--- config.mk ---
export PLATFORM = sky130hd
export DESIGN_NAME = vr_rr_arbiter
export DESIGN_NICKNAME = d
export VERILOG_FILES = /design/src/rtl/vr_rr_arbiter.sv
export SDC_FILE = /design/constraint.sdc
export NUM_CORES = 1
export LEC_CHECK = 0
export BUFFER_PORTS_ARGS = -buffer_cell sky130_fd_sc_hd__buf_2
export CORE_UTILIZATION = 49
export DETAILED_ROUTE_END_ITERATION = 8
export PLACE_DENSITY = 0.9
export SYNTH_ARGS = -nofsm -noshare
export SYNTH_HDL_FRONTEND = slang
export SYNTH_SLANG_ARGS = --single-unit
--- constraint.sdc ---
create_clock -name clk -period 5.5 [get_ports clk]
set_clock_uncertainty 0.2 [all_clocks]
set_input_delay 1.1 -clock clk [delete_from_list [all_inputs] [get_ports clk]]
set_output_delay 1.1 -clock clk [all_outputs]
set_load 0.05 [all_outputs]
--- src/rtl/vr_rr_arbiter.sv ---
// Round-robin arbiter that merges N valid/ready requesters onto one registered output stage.
// A multi-beat packet keeps its grant until the beat carrying last is accepted.
module vr_rr_arbiter #(
    parameter int unsigned DW = 8,
    parameter int unsigned N  = 4,
    parameter int unsigned SW = $clog2(N)
) (
    input  logic            clk,
    input  logic            rst_n,
    input  logic [N*DW-1:0] req_data_i,
    input  logic [N-1:0]    req_last_i,
    input  logic [N-1:0]    req_valid_i,
    output logic [N-1:0]    req_ready_o,
    output logic [DW-1:0]   data_o,
    output logic            last_o,
    output logic [SW-1:0]   src_o,
    output logic            valid_o,
    input  logic            ready_i
);

    typedef enum logic [0:0] {StIdle, StLocked} state_e;

    localparam int unsigned   LastIdxInt = N - 1;
    localparam logic [SW-1:0] LastIdx    = LastIdxInt[SW-1:0];
    localparam logic [SW:0]   NumReq     = N[SW:0];

    state_e          state_q, state_d;
    logic [SW-1:0]   ptr_q, ptr_d;
    logic [SW-1:0]   lk_q, lk_d;

    logic            valid_q;
    logic [DW-1:0]   data_q;
    logic            last_q;
    logic [SW-1:0]   src_q;

    logic            out_ready;
    logic            grant_valid;
    logic [SW-1:0]   grant_idx;
    logic [SW:0]     cand;
    logic            xfer;
    logic [DW-1:0]   sel_data;
    logic            sel_last;
    logic [SW-1:0]   next_ptr;

    assign out_ready = !valid_q || ready_i;

    always_comb begin
        grant_valid = 1'b0;
        grant_idx   = '0;
        cand        = '0;
        if (state_q == StLocked) begin
            grant_valid = req_valid_i[lk_q];
            grant_idx   = lk_q;
        end else begin
            // Scan from the farthest offset back so the nearest valid requester at/after ptr wins.
            for (int i = N - 1; i >= 0; i--) begin
                cand = {1'b0, ptr_q} + i[SW:0];
                if (cand >= NumReq) begin
                    cand = cand - NumReq;
                end
                if (req_valid_i[cand[SW-1:0]]) begin
                    grant_valid = 1'b1;
                    grant_idx   = cand[SW-1:0];
                end
            end
        end
    end

    assign xfer = grant_valid && out_ready;

    always_comb begin
        req_ready_o = '0;
        if (xfer) begin
            req_ready_o[grant_idx] = 1'b1;
        end
    end

    always_comb begin
        sel_data = '0;
        for (int k = 0; k < N; k++) begin
            if (grant_idx == k[SW-1:0]) begin
                sel_data = req_data_i[k*DW +: DW];
            end
        end
    end

    assign sel_last = req_last_i[grant_idx];
    assign next_ptr = (grant_idx == LastIdx) ? '0 : grant_idx + 1'b1;

    always_comb begin
        state_d = state_q;
        ptr_d   = ptr_q;
        lk_d    = lk_q;
        if (xfer) begin
            unique case (state_q)
                StIdle: begin
                    if (sel_last) begin
                        ptr_d = next_ptr;
                    end else begin
                        state_d = StLocked;
                        lk_d    = grant_idx;
                    end
                end
                StLocked: begin
                    // While locked grant_idx equals lk_q, so next_ptr is lk+1 mod N.
                    if (sel_last) begin
                        state_d = StIdle;
                        ptr_d   = next_ptr;
                    end
                end
                default: state_d = StIdle;
            endcase
        end
    end

    always_ff @(posedge clk) begin
        if (!rst_n) begin
            state_q <= StIdle;
            ptr_q   <= '0;
            lk_q    <= '0;
        end else begin
            state_q <= state_d;
            ptr_q   <= ptr_d;
            lk_q    <= lk_d;
        end
    end

    always_ff @(posedge clk) begin
        if (!rst_n) begin
            valid_q <= 1'b0;
            data_q  <= '0;
            last_q  <= 1'b0;
            src_q   <= '0;
        end else if (out_ready) begin
            valid_q <= xfer;
            if (xfer) begin
                data_q <= sel_data;
                last_q <= sel_last;
                src_q  <= grant_idx;
            end
        end
    end

    assign data_o  = data_q;
    assign last_o  = last_q;
    assign src_o   = src_q;
    assign valid_o = valid_q;

    assert property (@(posedge clk) disable iff (!rst_n) $onehot0(req_ready_o));

endmodule

-- Yosys cells after proc, flatten, opt, wreduce, memory -nomap -nowiden
Index checks and enable logic that the tools add are counted.
- add/sub/neg operators: 8
- magnitude comparators: 11
- eq/ne operators: 3
- muxes and demuxes: 40
- bitwise gates (word level): 2
- reduce and logical (&&, ||, !) cells: 8
- operators by type and width (operator ; number):
    2-to-1 mux 8 bit ; 4
    2-to-1 mux 2 bit ; 15
    less-than comparator 2 x 3 -> 1 bit (second input constant) ; 6
    2-to-1 mux 1 bit ; 13
    binary-select mux 1 bit (select 2 bit) ; 6
    >= comparator 3 bit (second input constant) ; 3
    subtractor 2 x 1 -> 2 bit (second input constant) ; 4
    adder 2 x 2 -> 3 bit (second input constant) ; 2
    equality test 2 bit (second input constant) ; 2
    2-to-1 mux 4 bit ; 1
    AND reduction 2 bit ; 2
    adder 2 x 1 -> 3 bit (second input constant) ; 1
    >= comparator 2 x 3 -> 1 bit (second input constant) ; 1
    AND reduction 3 bit ; 1
    adder 2 x 1 -> 2 bit (second input constant) ; 1
    demux 1 bit (select 2 bit) ; 1
    equality test 2 x 1 -> 1 bit (second input constant) ; 1
    >= comparator 2 x 1 -> 1 bit (second input constant) ; 1
    logical AND 1 bit ; 2
    logical NOT 2 bit ; 1
    inverter 1 bit ; 2
    logical NOT 1 bit ; 1
    logical OR 1 bit ; 1
- flip-flop bits (word level): 17
- input bits: 43
- output and inout bits: 16
- word-level logic and storage cells: 79

-- Logic depth before layout (Yosys ltp)
Gate-level depths: netlist of the first run.
- depth in word-level cells: 16
- mapped depth: 12
- mapped depth without buffers: 11

-- Worst setup path before layout of the first run
OpenSTA, ideal clock, no wires.
- kind: input to output
- from: in req_valid_i[2]
- to: out req_ready_o[3]
- arrival time: 2.878 ns
- data required time: 4.200 ns
- path slack: 1.322 ns
- cell stages on the path: 7
- path buffers: 2
- cell sequence: mux2i_1 > nor2_1 > o31ai_2 > ha_1 > buf_1 > clkbuf_1 > and2_1
- word-level cells in the longest chain between the ends: 12
- elaborated cells between the ends (all ways): 27
- classes of those cells: 2 x order compare; 23 x mux; 2 x reduce/logical
- ends and longest elaborated chain (item ; RTL line ; text):
    from (decl) ; 12 ; input logic [N-1:0] req_valid_i,
    binary-select mux 1 bit (select 2 bit) ; 61 ; if (req_valid_i[cand[SW-1:0]]) begin
    2-to-1 mux 1 bit (implied by the code) ; 61 ;
    2-to-1 mux 2 bit (3 in series) ; 61 ;
    2-to-1 mux 2 bit * ; 61 ;
    2-to-1 mux 2 bit * ; 51 ; if (state_q == StLocked) begin
    net grant_idx[0] ; 38 ; logic [SW-1:0] grant_idx;
    less-than comparator 2 x 3 -> 1 bit (implied by the code) / >= comparator 2 x 1 -> 1 bit (equally long branches) ; 74 ; req_ready_o[grant_idx] = 1'b1;
    logical AND 1 bit (implied by the code) ; 74 ;
    2-to-1 mux 1 bit (implied by the code) ; 74 ;
    demux 1 bit (select 2 bit) * ; 74 ;
    2-to-1 mux 4 bit * ; 73 ; if (xfer) begin
    to (decl) ; 13 ; output logic [N-1:0] req_ready_o,
The timed path passes the listed nets; every way through them passes the cells marked *. The select of a mux whose other input is x is not followed.

-- Worst setup path in the final report of the first run
Ends and elaborated chain as after synthesis.

==> summary.txt, run 1 <==
Finish
  – Layout fillers: 191
  – Most frequent cells in the layout: buf_2, nand2_1, dfxtp_1, a21oi_1, nor2_1
  – # diodes: 0
  – Non-Filler Instances: 226
  – Commonest non-fill, non-tap cell in the layout: buf_2
  – Nets: 246
  – Finished Cell Area: 0.00153 mm²
  – Final core utilization: 0.666
  – Share of cells above drive strength 1: 0.374
  – Layout area overhead: 23.2%

STA
  – Max Clock Freq: 231 MHz
  – Final Hold Fails: 0
  – Max transition margin: 0.596
  – Tmin final: 4.33 ns
  – RSZ-0062 raised after global routing: false
  – Post-route worst setup slack: 1.17 ns
  – Slew Limit Fails: 0
  – Sum Neg Setup Slack: 0 ns
  – Final hold slack: 0.263 ns
  – Final Cycle Share: 0.787
  – Slew @ Worst Pin: 0.605 ns
  – Endpoints failing setup: 0

GRT
  – Pin count of the biggest net entering global routing: 26
  – Initial antenna violation count: 0
  – Total Routing Usage GR: 0.250
  – Number of global-route vias before repair: 1250
  – First-pass GRT wire length: 5240 µm
  – Grt total ovfl: 0

Pwr
  – Worst vdd ir: 0.380 mV
  – Power Total: 0.943 mW
  – Leak: 0.800 nW
  – PD cells: 617 mW/mm²

Clock tree
  – Clock Sinks: 17
  – Resized cells post-CTS: 0
  – CTS Root Cell: clkbuf_4
  – Longest Clk Path Bufs: 2
  – CTS tree: done
  – Inserted Clock Buffers: 3
  – Worst skew pair latency: 0.27 ns
  – Clock transition at the registers of the reported paths: 0.09 ns
  – CTS H-tree depth: 1
  – Hold-fix buffers, CTS: 0
  – Post-CTS Setup Bufs: 0

Floorplan
  – # IOs: 59
  – Placeable Area: 0.00230 mm²
  – Die W: 52.4 µm
  – Row count: 17
  – Die height: 52.4 µm
  – Starting Density: 0.541
  – Die area: 0.00274 mm²

Logic synthesis
  – Post-synth ARST share: 0
  – Yosys cell types: 36
  – Adder-cell share of the synthesized area: 0.0403
  – Ys flop type: dfxtp_1
  – Post-Synth Simple-Gate Area: 0.212
  – Post-synthesis compound-gate area fraction: 0.353
  – Sequential fraction of the synthesis area: 0.274
  – Post-Synthesis Net Count: 194
  – Post-Syn Instances: 147
  – EDFF count, synth: 0
  – Ys Warns: 0
  – Synth Register Bits: 17
  – Largest family of logic cells by synthesized area: compound AO/OA/AOI/OAI gates
  – Mux contribution to synthesized area: 0.0594
  – Cell Area, Synth: 0.00124 mm²
  – Syn Area/Cell: 8.45 µm²
  – Xor and xnor area share after synthesis: 0

Setup path
  – CP arrival: 3.03 ns
  – Reg-to-reg slack, setup: 2.48 ns
  – Worst Setup Start Kind: input pin
  – Worst reg2reg endpoint: data_o[0]
  – R2R Path Start: state_q
  – Crit path to: req_ready_o[3]
  – Crit path capture type: output port
  – Worst Path Max Fanout: 17
  – Crit path kind: in -> out
  – CP Launch Point: req_valid_i[2]
  – FF-to-FF path depth: 11
  – Req. time, crit path: 4.20 ns

Drt
  – TritonRoute pass-1 iters: 4
  – Via-to-Cell Ratio: 5.69
  – Vias: 1286
  – Post-Route WL: 3180 µm
  – Drc violations: 0
  – Initial DRC Count: 48
  – Remaining antenna violation count: 0
  – Drt wl/cell: 14.1 µm

Worst hold path
  – Hold Crit Class: reg -> reg
  – Worst hold path startpoint: last_o

Placement
  – Cells after DPL: 222
  – IO buf count: 58
  – Placed inst area: 0.00150 mm²
  – Gpl congestion: 0.888
  – Dpl hpwl: 2540 µm
  – Pre-CTS setup slack: 1.19 ns

Run
  – MaxCap Viol Count: 0

Outcome
  – Status: complete, no violations
==> worst max-delay path, cell delays in order <==
cell and delay [ns]:
buf_2 0.17, nor2b_1 0.25, a221oi_2 0.11, nor2_1 0.34, ha_1 0.60, and2_1 0.21, buf_2 0.26
==> area by class of cell <==
type	instances	area, µm²	area share
Sequential cell	17	340	0.222
Clock buffer	4	26.3	0.0172
Inverter	3	11.3	0.00736
Multi-Input combinational cell	116	827	0.540
Tap cell	28	35.0	0.0229
Timing Repair Buffer	58	290	0.190
==> synth_stat cells (3+ instances only) <==
cell,instances,area [µm²]
and2_1,4,25.0
ha_1,4,50.1
nor2_1,11,41.3
buf_6,3,33.8
nand2b_1,6,37.5
nand2_1,18,67.6
o211ai_2,5,62.6
o211ai_1,3,22.5
a21oi_1,13,65.1
inv_1,3,11.3
clkbuf_1,6,22.5
a22oi_1,7,52.6
o211a_1,10,100
nor2b_1,3,18.8
nand3_1,6,30.0
mux2i_1,4,40.0
a21boi_1,4,30.0
dfxtp_1,17,340
==> cells by family after synthesis <==
group | Yosys count
buf+inv | 14
compound gates | 54
flops | 17
simple gates | 52
fa+ha+maj | 4
mux | 6
==> metal layers <==
layer / global-route usage / part of all wire / vias up
met5: 0 / 0 / -
met4: 0.0921 / 0.011 / 0
met1: 0.330 / 0.43 / 585
li1: - / - / 638
met2: 0.416 / 0.50 / 57
met3: 0.0261 / 0.064 / 6
==> flip-flops by register name, summed over array words and instances, names as in the netlist <==
register / count
data_o: 8
lk_q: 2
ptr_q: 2
src_o: 2
last_o: 1
state_q: 1
valid_o: 1
==> where the power goes <==
group / internal (mW) / switching, mW
combinational: 0.225 / 0.440
sequential: 0.173 / 0.0413
clock: 0.0281 / 0.0354
==> worst min path at each step <==
stage	slack, ns	depth (start not counted)	to
final	0.26	2	last_o
after floorplan	0.26	2	lk_q[1]
after global routing	0.29	2	last_o
after detailed placement	0.25	2	last_o
after global placement	0.24	2	last_o
after CTS	0.27	2	last_o
Note: power is estimated with default switching activity, not from simulation.
==> run 2: changes to the inputs <==
--- a/config.mk
+++ b/config.mk
@@ -6,9 +6,9 @@
 export NUM_CORES = 1
 export LEC_CHECK = 0
 export BUFFER_PORTS_ARGS = -buffer_cell sky130_fd_sc_hd__buf_2
-export CORE_UTILIZATION = 49
+export CORE_UTILIZATION = 46
 export DETAILED_ROUTE_END_ITERATION = 8
-export PLACE_DENSITY = 0.9
+export PLACE_DENSITY = 0.85
 export SYNTH_ARGS = -nofsm -noshare
 export SYNTH_HDL_FRONTEND = slang
 export SYNTH_SLANG_ARGS = --single-unit
==> constraint.sdc (replaced) <==
create_clock -name clk -period 4 [get_ports clk]
set_clock_uncertainty 0.2 [all_clocks]
set_input_delay 0.8 -clock clk [delete_from_list [all_inputs] [get_ports clk]]
set_output_delay 0.8 -clock clk [all_outputs]
set_load 0.05 [all_outputs]
==> run 2 against run 1 <==
Wire length fell by 7.5%. Sequential cell count did not move. Sequential power rose by 37%. Combinational power rose by 37%. Register-to-register slack got worse by 1.4 ns.
==> summary.txt, run 2 (synthesis gave the netlist of run 1 again) <==
Outcome
  – Status: complete, no violations (unchanged)

Placement
  – Dpl hpwl: 2350 µm (was 2540 µm)
  – IO buf count: 58 (unchanged)
  – Placed inst area: 0.00153 mm² (was 0.00150 mm²)
  – Gpl congestion: 0.846 (was 0.888)
  – Pre-CTS setup slack: 0.561 ns (was 1.19 ns)

Setup path
  – CP arrival: 2.45 ns (was 3.03 ns)
  – Worst Path Max Fanout: 11 (was 17)
  – Worst Setup Start Kind: flip-flop (was input pin)
  – Crit path capture type: output port (unchanged)
  – Req. time, crit path: 3.00 ns (was 4.20 ns)
  – Crit path kind: reg -> out (was in -> out)

STA
  – Final Cycle Share: 0.863
  – Final Hold Fails: 0 (unchanged)
  – Max transition margin: 0.682 (was 0.596)
  – RSZ-0062 raised after global routing: false (unchanged)
  – Max Clock Freq: 290 MHz
  – Slew @ Worst Pin: 0.472 ns (was 0.605 ns)
  – Slew Limit Fails: 0 (unchanged)
  – Tmin final: 3.45 ns
  – Post-route worst setup slack: 0.547 ns (was 1.17 ns)
  – Endpoints failing setup: 0 (unchanged)
  – Sum Neg Setup Slack: 0 ns (unchanged)

Finish
  – Layout fillers: 230 (was 191)
  – Nets: 249 (was 246)
  – Final core utilization: 0.617 (was 0.666)
  – Area of the multi-input gates: 827 µm² (unchanged)
  – Finished Cell Area: 0.00156 mm² (was 0.00153 mm²)
  – Share of cells above drive strength 1: 0.383 (was 0.374)
  – # diodes: 0 (unchanged)
  – Most frequent cells in the layout: buf_2, nand2_1, dfxtp_1, a21oi_1, nor2_1 (unchanged)
  – Layout area overhead: 25.2% (was 23.2%)
  – Storage cell area: 340 µm² (unchanged)
  – Largest register FFs: 8 (unchanged)
  – Commonest non-fill, non-tap cell in the layout: buf_2 (unchanged)

Pwr
  – Sw frac: 0.537 (was 0.548)
  – Seq pwr share: 0.227 (about the same)
  – Int Power: 0.598 mW (was 0.427 mW)
  – Worst vdd ir: 0.555 mV (was 0.380 mV)
  – Sw power: 0.694 mW (was 0.517 mW)
  – PD cells: 831 mW/mm² (was 617 mW/mm²)
  – Leak: 0.815 nW (was 0.800 nW)
  – Combinational share of power: 0.707 (was 0.705)
  – Clock share of power: 0.067 (about the same)

GRT
  – Pin count of the biggest net entering global routing: 20 (was 26)
  – Grt total ovfl: 0 (unchanged)
  – Number of global-route vias before repair: 952 (was 1250)
  – First-pass GRT wire length: 4200 µm (was 5240 µm)
  – Initial antenna violation count: 0 (unchanged)
  – Total Routing Usage GR: 0.201 (was 0.250)

Clock tree
  – CTS H-tree depth: 1 (unchanged)
  – Clock transition at the registers of the reported paths: 0.09 ns (about the same)
  – Longest Clk Path Bufs: 2 (unchanged)
  – CTS Root Cell: clkbuf_4 (unchanged)
  – CTS tree: done (unchanged)
  – Worst skew pair latency: 0.28 ns (was 0.27 ns)
  – Post-CTS Setup Bufs: 0 (unchanged)
  – Inserted Clock Buffers: 3 (unchanged)
  – Clock Sinks: 17 (unchanged)
  – Resized cells post-CTS: 0 (unchanged)
  – Hold-fix buffers, CTS: 0 (unchanged)

Floorplan
  – # IOs: 59 (unchanged)
  – Die height: 54.0 µm (was 52.4 µm)
  – Starting Density: 0.493 (was 0.541)
  – Die area: 0.00291 mm² (was 0.00274 mm²)
  – Die W: 54.0 µm (was 52.4 µm)
  – Placeable Area: 0.00252 mm² (was 0.00230 mm²)
  – Row count: 18 (was 17)

Drt
  – Initial DRC Count: 32 (was 48)
  – Remaining antenna violation count: 0 (unchanged)
  – Via-to-Cell Ratio: 5.34 (was 5.69)
  – Post-Route WL: 2940 µm (was 3180 µm)
  – TritonRoute pass-1 iters: 4 (unchanged)
  – Drc violations: 0 (unchanged)
  – Vias: 1233 (was 1286)
  – Drt wl/cell: 12.7 µm (was 14.1 µm)

Worst hold path
  – Hold Crit Class: reg -> reg (unchanged)

Run
  – MaxCap Viol Count: 0 (unchanged)
[run 2: worst max-delay path: stages (launching register included)]
cell and delay [ns]:
dfxtp_1 0.53, mux2_2 0.40, a21oi_1 0.22, nor2_1 0.15, inv_1 0.10, ha_1 0.34
and2_1 0.18, buf_2 0.25
[run 2: power by group through the flow]
stage | registers, mW | clock network (mW) | logic (mW)
2_1_floorplan | 0.453 | 0 | 0.575
3_3_place_gp | 0.294 | 0 | 0.895
3_5_place_dp | 0.295 | 0 | 0.909
4_1_cts | 0.291 | 0.0894 | 0.911
5_1_grt | 0.301 | 0.103 | 0.986
6_report | 0.293 | 0.0861 | 0.913
[run 2: routing by layer]
layer,global-route usage,vias to the layer above,part of all wire
met3,0.0311,4,0.044
met5,0,-,0
li1,-,649,-
met1,0.282,552,0.49
met2,0.305,28,0.46
met4,0.0769,0,0.0065
[run 2: path summary, 6_finish.rpt]
path,startpoint,endpoint,slack (ns),depth (start not counted)
hold reg to reg,last_o,last_o,0.27,2
setup / recovery,state_q,req_ready_o[1],0.55,7
hold / removal,last_o,last_o,0.27,2
setup reg to reg,state_q,data_o[6],1.04,11
[run 2: final cells by class]
class | instances | area share
multi-input combinational | 116 | 0.532
tap | 30 | 0.0241
sequential | 17 | 0.219
inverter | 3 | 0.00724
clock buffer | 4 | 0.0169
timing repair buffer | 61 | 0.201
[run 2: per-stage QoR]
step	hold slack, ns	power (mW)	cells
final	0.266	1.29	231
after global routing	0.316	1.39	231
after CTS	0.270	1.29	231
after detailed placement	0.250	1.20	227
after global placement	0.251	1.19	227
after floorplan	0.262	1.03	147
